$ cat config.mk
export PLATFORM = sky130hd
export DESIGN_NAME = saturn_phase_seq
export DESIGN_NICKNAME = d
export VERILOG_FILES = /design/src/rtl/saturn_phase_seq.sv
export SDC_FILE = /design/constraint.sdc
export NUM_CORES = 1
export LEC_CHECK = 0
export CAP_MARGIN = 20
export CORE_MARGIN = 2
export CORE_UTILIZATION = 40
export CTS_CLUSTER_SIZE = 30
export DETAILED_ROUTE_END_ITERATION = 16
export GPL_TIMING_DRIVEN = 1
export PLACE_DENSITY = 0.66
export RECOVER_POWER = 25
export SLEW_MARGIN = 40
export SYNTH_ARGS = -nofsm -noshare
export SYNTH_HDL_FRONTEND = slang
export SYNTH_SLANG_ARGS = --single-unit
$ cat constraint.sdc
create_clock -name i_clk -period 4.4 [get_ports i_clk]
set_clock_uncertainty 0.15 [all_clocks]
set_input_delay 0.88 -clock i_clk [delete_from_list [all_inputs] [get_ports i_clk]]
set_output_delay 0.88 -clock i_clk [all_outputs]
set_load 0.02 [all_outputs]
$ cat src/rtl/saturn_phase_seq.sv
// saturn_phase_seq: machine-cycle / phase sequencer for the Saturn core.
// Divides i_clk into PHASES sub-cycle phases and drives one-hot, registered
// per-phase enables. Provides run / hold / single-step control, a cycle
// counter and a runtime cycle limit with a sticky halt.
//
// Optional feature macro: SATURN_PHASE_STEP_EN (single-step state and latch).
//
// Ports:
//   i_clk            core clock
//   i_reset          asynchronous, active-high reset
//   i_run            free-run request (level)
//   i_step           single-step request (1-clock pulse)
//   i_hold           stall request, sampled only at a cycle boundary
//   i_max_cycle      cycle limit, 0 = unlimited
//   o_phase          current phase index
//   o_en             one-hot phase enables, all-zero when not executing
//   o_cycles         index of the current / last executed cycle
//   o_cycle_end      high together with o_en[PHASES-1]
//   o_out_of_cycles  sticky limit-reached flag
//   o_busy           high while running or stepping
module saturn_phase_seq #(
  parameter int unsigned PHASES = 4,
  parameter int unsigned CTR_W  = 32,
  localparam int unsigned PH_W  = $clog2(PHASES)
) (
  input  logic              i_clk,
  input  logic              i_reset,
  input  logic              i_run,
  input  logic              i_step,
  input  logic              i_hold,
  input  logic [CTR_W-1:0]  i_max_cycle,
  output logic [PH_W-1:0]   o_phase,
  output logic [PHASES-1:0] o_en,
  output logic [CTR_W-1:0]  o_cycles,
  output logic              o_cycle_end,
  output logic              o_out_of_cycles,
  output logic              o_busy
);

  localparam logic [PH_W-1:0] PH_LAST = PH_W'(PHASES - 1);

  typedef enum logic [1:0] {
    ST_IDLE = 2'd0,
    ST_RUN  = 2'd1,
`ifdef SATURN_PHASE_STEP_EN
    ST_STEP = 2'd2,
`endif
    ST_HALT = 2'd3
  } state_e;

  state_e              state_q, state_d;
  logic [PH_W-1:0]     phase_q, phase_d;
  logic [PHASES-1:0]   en_q, en_d;
  logic [CTR_W-1:0]    cycles_q, cycles_d;
  logic                cycle_end_q, cycle_end_d;
  logic                oor_q, oor_d;
  logic                busy_q, busy_d;
  logic                boundary;
  logic                limit_hit;

`ifdef SATURN_PHASE_STEP_EN
  logic                step_pend_q, step_pend_d;
`else
  logic                unused_step;
  assign unused_step = i_step;
`endif

  // Next-state, phase advance and enable generation
  always_comb begin
    state_d     = state_q;
    phase_d     = phase_q;
    en_d        = '0;
    cycles_d    = cycles_q;
    oor_d       = oor_q;
`ifdef SATURN_PHASE_STEP_EN
    step_pend_d = step_pend_q;
`endif

    boundary  = (phase_q == PH_LAST);
    // Exact match only: a limit lowered below the executed count never halts
    limit_hit = (i_max_cycle != '0) && ((cycles_q + CTR_W'(1)) == i_max_cycle);

    if (state_q != ST_HALT) begin
      if (!boundary) begin
        // Mid-cycle: always finish the cycle, control inputs are ignored
        phase_d = phase_q + PH_W'(1);
        en_d    = PHASES'(1) << phase_d;
      end else if (limit_hit) begin
        state_d = ST_HALT;
        oor_d   = 1'b1;
      end else if (i_hold) begin
        // Stall at the boundary: phase parked, state unchanged
      end else if (i_run) begin
        state_d  = ST_RUN;
        phase_d  = '0;
        en_d     = PHASES'(1);
        cycles_d = cycles_q + CTR_W'(1);
`ifdef SATURN_PHASE_STEP_EN
      end else if (step_pend_q) begin
        state_d     = ST_STEP;
        phase_d     = '0;
        en_d        = PHASES'(1);
        cycles_d    = cycles_q + CTR_W'(1);
        step_pend_d = 1'b0;
`endif
      end else begin
        state_d = ST_IDLE;
      end
    end

`ifdef SATURN_PHASE_STEP_EN
    // One-deep step latch; compares against the registered flag so a pulse
    // in the same clock the pending step is consumed is dropped
    if (i_step && !i_run && !step_pend_q) begin
      step_pend_d = 1'b1;
    end
`endif

    cycle_end_d = en_d[PHASES-1];
    busy_d      = (state_d == ST_RUN);
`ifdef SATURN_PHASE_STEP_EN
    busy_d      = busy_d || (state_d == ST_STEP);
`endif
  end

  // State and output registers
  always_ff @(posedge i_clk or posedge i_reset) begin
    if (i_reset) begin
      state_q     <= ST_IDLE;
      phase_q     <= PH_LAST;
      en_q        <= '0;
      cycles_q    <= '1;
      cycle_end_q <= 1'b0;
      oor_q       <= 1'b0;
      busy_q      <= 1'b0;
    end else begin
      state_q     <= state_d;
      phase_q     <= phase_d;
      en_q        <= en_d;
      cycles_q    <= cycles_d;
      cycle_end_q <= cycle_end_d;
      oor_q       <= oor_d;
      busy_q      <= busy_d;
    end
  end

`ifdef SATURN_PHASE_STEP_EN
  // Pending single-step flag
  always_ff @(posedge i_clk or posedge i_reset) begin
    if (i_reset) begin
      step_pend_q <= 1'b0;
    end else begin
      step_pend_q <= step_pend_d;
    end
  end
`endif

  assign o_phase         = phase_q;
  assign o_en            = en_q;
  assign o_cycles        = cycles_q;
  assign o_cycle_end     = cycle_end_q;
  assign o_out_of_cycles = oor_q;
  assign o_busy          = busy_q;

endmodule

==> qor.yml, run 1 <==
place:
  portBuffers: 76
  hpwlAfterDp_um: 7270
  dpl-instance-area_um2: 4250
  gp_congestion: 0.899
logic_synthesis:
  async_flop_share: 1.00
  synth_fp_nets: 428
  seq_area_frac_synth: 0.317
  synth.ff_latch_count: 42
  yosysTopAreaCell: "dfstp_2"
  synth_area_leaders: "dfstp_2 (26%), xor2_1 (9.6%), xnor2_1 (7.4%)"
  yosys.area.top_type_share: 0.259
  muxShareOfSynthArea: 0.0272
  ys.flop_type: "dfstp_2"
  synth-compound-area-share: 0.167
  ys_warn_count: 0
  avgSynthCellArea_um2: 8.97
  ys_types: 56
  synth_top_family_by_area: "simple AND/OR/NAND/NOR gates"
  yosys.area_share.simple: 0.240
  yosys.area_share.adder: 0.0217
  syn_area_um2: 3450
  synth_xor_area_frac: 0.170
  synth_edf_count: 0
  syn_inst: 385
route:
  antenna_left: 0
  drt_iter0_drc: 148
  vias: 3219
  wirelength_um: 9560
  drt-vias-per-instance: 5.84
  routedWlPerCell_um: 17.4
  drt_pre_antenna_iters: 4
  drcViolationCount: 0
run_status:
  status: "complete, but fails checks"
  violations: "max-capacitance violations, max-slew violations"
global_routing:
  grt_pass1_wl_um: 15500
  grt_pass1_vias: 3107
  grtUsageMet2: 0.327
  use_met3: 0.0441
  grt_max_degree: 43
  antenna_found_initial: 0
  grt.busiest_layer: "met2"
  track_usage: 0.202
  grt_util_met1: 0.266
  grt-ovfl-total: 0
final_layout:
  layout-drive-gt1-share: 0.130
  finalNetCount: 488
  fillers: 786
  diodes: 0
  finish.instance_area_um2: 4350
  area_growth_pct: 26.1
  final_util: 0.524
die:
  core_um2: 8300
  die_h_um: 96.9
  die_width_um: 96.9
  rows: 33
  io_pins: 78
  start_util: 0.416
  dieArea_um2: 9390
sta:
  fin_setup_tns_ps: 0
  setup_viol: 0
  min_period_over_period: 0.839
  timing.hold.ws_ps: 345
  fin_crit_ps: 3690
  hold_viol: 0
  worstMarginPinSlew_ps: 2220
  rsz0062_at_grt: "false"
  maxSlewViolCount: 43
  max_slew_margin: -0.479
  fmax_mhz: 271
clocking:
  post_cts_buffers: 0
  clkTransAtPathRegs_ps: 90
  cts_tree: "yes"
  cts_root_buf: "clkbuf_8"
  clockBufferDepth: 2
  cts_hold_buf: 0
  clock_sinks: 42
  clk_latency_ps: 310
  cts_resized: 0
  cts_buffers: 5
  htree_levels: 2
power:
  peakVddDrop_v: 0.000321
  switching_share: 0.352
  leakagePower_uw: 0.00165
  p_seq_frac: 0.400
  powerDensity_nw_per_um2: 297
  p_int_uw: 839
  p_clk_frac: 0.244
  p_switching_uw: 455
  combPwrFrac: 0.356
worst_hold_path:
  hp-class: "register to register"
setup_path:
  critical_path.slowest_cell: "or4_1"
  path_class: "register to register"
  cp_max_fo: 24
  max_stage_delay_ps: 680
  cp-end-kind: "register"
  critical_path.cell_chain: "ha_1, nand4_1, or4_1, xnor2_1, a21oi_1, o2111ai_1, nor4_4, buf_4, a2111oi_0, xor2_1"
  critPathArrivalTime_ps: 3760
  cp.required_ps: 4460
  crit_path_start_kind: "register"
job:
  cap_violations: 1
## per-stage QoR
| stage | std cells | power [µW] | setup WS [ps] |
|---|---|---|---|
| 6_report | 551 | 1290 | 709 |
| 5_1_grt | 551 | 1370 | 489 |
| 4_1_cts | 551 | 1310 | 708 |
| 3_5_place_dp | 543 | 984 | 678 |
| 3_3_place_gp | 543 | 980 | 750 |
| 2_1_floorplan | 385 | 792 | 1150 |
## synth_stat cells (2+ instances only)
cell type and instances:
nand3_1 17, a2111oi_2 3, a21oi_1 13, nor3_1 5, nand4_4 2, mux2_2 3
dfrtp_1 8, buf_4 4, nand4_1 19, or4_1 5, a31oi_1 2, a2111oi_0 5
nand2_1 23, nand3b_1 2, nor2b_1 4, a211oi_1 25, inv_1 15, nor4_1 10
and4_1 4, mux2i_1 6, nor2_1 19, xor2_1 38, nor4_4 2, nand2b_1 6
o22a_1 3, or3_1 4, clkbuf_1 16, and3_1 4, ha_1 6, o32ai_1 2
dfstp_2 34, and2_1 8, buf_2 7, xnor2_1 29, o21ai_0 10, nor3_2 2
## metal layers
layer  routed length, µm  vias to the layer above  share of wire
met5                   0                        -              0
met4                 140                        0          0.015
met3                 566                       12          0.059
met2                4670                      110           0.49
met1                4190                     1563           0.44
li1                    -                     1534              -
## layout make-up
type / instances / area (µm²) / area share
timing repair buffer: 82 / 802 / 0.184
sequential: 42 / 1090 / 0.251
inverter: 15 / 56.3 / 0.0129
multi-input combinational: 299 / 2160 / 0.496
tap: 105 / 131 / 0.0302
clock inverter: 3 / 40.0 / 0.00920
clock buffer: 5 / 68.8 / 0.0158
## state kept, by name, indices dropped and copies added (netlist names)
| register | count |
|---|---|
| o_busy | 1 |
| o_cycle_end | 1 |
| o_cycles | 32 |
| o_en | 3 |
| o_out_of_cycles | 1 |
| o_phase | 2 |
| state_q | 2 |
## worst max-delay path, delay by kind of cell, from the launching register on
family	cells	cell delay [ps]
xor+xnor	2	360
compound gates	3	520
simple gates	3	1340
flops	1	610
fa+ha+maj	1	280
buf+inv	1	330
## placed cells by master (no fill, tap or decap), drive strengths merged, types with 2 or more instances in the layout
cell and instances:
a2111oi 9, a211oi 25, a21oi 13, a31oi 2, and2 8, and3 4
and4 4, buf 5, clkbuf 6, clkdlybuf4s50 75, clkinv 2, dfrtp 8
dfstp 34, ha 6, inv 15, mux2 3, mux2i 6, nand2 23
nand2b 6, nand3 17, nand3b 2, nand4 21, nor2 19, nor2b 4
nor3 7, nor4 12, o21ai 11, o22a 3, o32ai 2, or3 4
or4 5, xnor2 29, xor2 38
## path summary, 6_finish.rpt
check                           startpoint              end  cells past startpoint  slack [ps]
min                        o_out_of_cycles  o_out_of_cycles                      1         340
min reg2reg                o_out_of_cycles  o_out_of_cycles                      1         340
max                            o_cycles[0]     o_cycles[25]                     10         710
max reg2reg                    o_cycles[0]     o_cycles[25]                     10         710
max in group asynchronous          i_reset       state_q[0]                      3        1170
min in group asynchronous          i_reset       state_q[1]                      3        1680
## power by group through the flow
stage                     clock network [µW]  logic, µW  registers [µW]
after detailed placement                   0        461             524
after floorplan                            0        234             558
final                                    316        460             518
after global placement                     0        455             525
after global routing                     340        500             526
after CTS                                322        464             520
## cells by family after synthesis
family	count (synthesis)
AND/OR/NAND/NOR	139
flip-flops	42
buffers and inverters	44
AO/OA/AOI/OAI	78
adder cells (fa/ha/maj)	6
XOR/XNOR	67
multiplexers	9
Note: power is estimated with default switching activity, not from simulation.
==> run 2: changes to the inputs <==
--- a/config.mk
+++ b/config.mk
@@ -11,7 +11,7 @@
 export CTS_CLUSTER_SIZE = 30
 export DETAILED_ROUTE_END_ITERATION = 16
 export GPL_TIMING_DRIVEN = 1
-export PLACE_DENSITY = 0.66
+export PLACE_DENSITY = 0.68
 export RECOVER_POWER = 25
 export SLEW_MARGIN = 40
 export SYNTH_ARGS = -nofsm -noshare
==> constraint.sdc (replaced) <==
create_clock -name i_clk -period 3.21 [get_ports i_clk]
set_clock_uncertainty 0.15 [all_clocks]
set_input_delay 0.642 -clock i_clk [delete_from_list [all_inputs] [get_ports i_clk]]
set_output_delay 0.642 -clock i_clk [all_outputs]
set_load 0.02 [all_outputs]
==> qor.yml, run 2 (synthesis results as in run 1) <==
final_layout:
  multiInputGateArea_um2: 2320  # +7.4%
  diodes: 0  # unchanged
  largest_reg_flops: 32  # unchanged
  layout-drive-gt1-share: 0.290  # +0.160
  fillers: 726  # -7.6%
  final-seq-area_um2: 1090  # unchanged
  layout.cells.non_filler: 622  # +13%
  final_common_cell: "clkdlybuf4s50_1"
  area_growth_pct: 48.4
  finish.instance_area_um2: 5120  # +18%
  finalNetCount: 559  # +15%
  final_cell_mix: "clkdlybuf4s50_1 (75), buf_4 (68), xor2_1 (38)"
global_routing:
  grt_pass1_wl_um: 17200  # +11%
  grt_pass1_vias: 3447  # +11%
  track_usage: 0.222  # +0.0205
  grt-ovfl-total: 0  # unchanged
  antenna_found_initial: 0  # unchanged
  grt_max_degree: 34  # -21%
route:
  wirelength_um: 11000  # +15%
  routedWlPerCell_um: 17.7  # +1.8%
  drt_pre_antenna_iters: 5  # +1
  drt_iter0_drc: 250  # +69%
  antenna_left: 0  # unchanged
  drt-vias-per-instance: 5.83  # -0.21%
  drcViolationCount: 0  # unchanged
  vias: 3626  # +13%
sta:
  min_period_over_period: 0.981  # +0.142
  fmax_mhz: 318  # +17%
  hold_viol: 0  # unchanged
  maxSlewViolCount: 0  # -100%
  worstMarginPinSlew_ps: 831  # -1390 ps
  fin_setup_tns_ps: 0  # unchanged
  rsz0062_at_grt: "true"
  max_slew_margin: 0.446  # +0.924
  setup_viol: 0  # unchanged
  fin_crit_ps: 3150  # -543 ps
power:
  peakVddDrop_v: 0.000338  # +5.3%
  p_int_uw: 1230  # +46%
  switching_share: 0.351  # -0.000578
  p_switching_uw: 663  # +46%
  p_clk_frac: 0.229  # -0.015
  combPwrFrac: 0.405  # +0.049
  powerDensity_nw_per_um2: 369  # +24%
  leakagePower_uw: 0.00206  # +25%
  p_seq_frac: 0.366  # -0.034
worst_hold_path:
  holdCritStartpoint: "o_out_of_cycles"
  hp-class: "register to register"
setup_path:
  r2r-start: "o_cycles[9]"
  crit_path_start_kind: "register"
  critical_path.cell_chain: "nand4_4, or4_4, nor3_4, mux2_4, nand4_1, nor4_4, buf_6, buf_8, a2111oi_4, xor2_1"
  startpoint: "o_cycles[9]"
  path_class: "register to register"
  cp_num_buf_inv: 2  # +1
  cp_max_fo: 7  # -71%
  max_stage_delay_ps: 590  # -90 ps
  critical_path.slowest_cell: "or4_4"
  cp.required_ps: 3290  # -1170 ps
  critPathArrivalTime_ps: 3230  # -530 ps
  cp-end-kind: "register"
  cp_top_family: "simple AND/OR/NAND/NOR gates"
run_status:
  status: "finished, final reports clean"
job:
  cap_violations: 0  # -1
place:
  dpl-instance-area_um2: 4720  # +11%
  hpwlAfterDp_um: 8050  # +11%
  place_inst: 604  # +11%
  portBuffers: 76  # unchanged
  gp_congestion: 0.889  # -1.2%
clocking:
  clk_latency_ps: 300  # about the same
  clock_sinks: 42  # unchanged
  clockBufferDepth: 2  # unchanged
  cts_tree: "yes"
  cts_buffers: 5  # unchanged
  htree_levels: 2  # unchanged
  cts_hold_buf: 0  # unchanged
  clkTransAtPathRegs_ps: 100  # about the same
  cts_root_buf: "clkbuf_8"
die:
  io_pins: 78  # unchanged
  rows: 33  # unchanged
  die_width_um: 96.9  # unchanged
  die_h_um: 96.9  # unchanged
  start_util: 0.416  # unchanged
  dieArea_um2: 9390  # unchanged
  core_um2: 8300  # unchanged
==> run 2: cell types whose count changed in the layout (fill, tap and decap cells not counted), moves of 3 or more <==
cell	before	now
a2111oi_4	0	3
a2111oi_0	5	0
buf_6	0	3
buf_4	5	68
==> run 2: layout make-up <==
class / instances / area share
Inverter: 15 / 0.0110
Multi-Input combinational cell: 299 / 0.453
Clock buffer: 6 / 0.0142
Clock inverter: 2 / 0.00733
Timing Repair Buffer: 153 / 0.275
Tap cell: 105 / 0.0256
Sequential cell: 42 / 0.213
==> run 2: power by group through the flow <==
stage / Combinational [µW] / Sequential (µW) / Clock (µW)
finish: 764 / 691 / 433
global route: 834 / 702 / 469
CTS: 722 / 688 / 436
detailed placement: 718 / 696 / 0
global placement: 707 / 693 / 0
floorplan: 321 / 765 / 0
==> run 2: per-layer routing <==
metal,part of all wire,global-route usage,vias up
li1,-,-,1676
met1,0.43,0.305,1744
met2,0.48,0.363,182
met3,0.071,0.0368,24
met4,0.021,0.0607,0
met5,0,0,-
==> run 2: path summary, 6_finish.rpt <==
path / to / slack [ps] / depth (start not counted)
worst min-delay path: o_out_of_cycles / 340 / 1
min in group asynchronous: o_out_of_cycles / 680 / 2
worst max-delay path: o_cycles[25] / 60 / 10
worst max register to register: o_cycles[25] / 60 / 10
max in group asynchronous: o_cycles[7] / 1170 / 3
worst min register to register: o_out_of_cycles / 340 / 1
==> run 2: what timing repair did <==
action	4_1_cts	5_1_grt
pin swaps	1	16
hold endpoints to repair	0	0
resized for setup	6	34
endpoints found under the setup margin	25	39
buffers inserted	2	7
cloned	0	2
==> run 2: through the flow <==
stage               hold slack [ps]  setup WS, ps   util  power [µW]
floorplan                       386          32.6      -        1090
global placement                331          -186  0.569        1400
detailed placement              318          -202  0.569        1410
CTS                             346          6.89  0.586        1850
global route                    366         -76.1  0.617        2010
finish                          340          62.2  0.617        1890
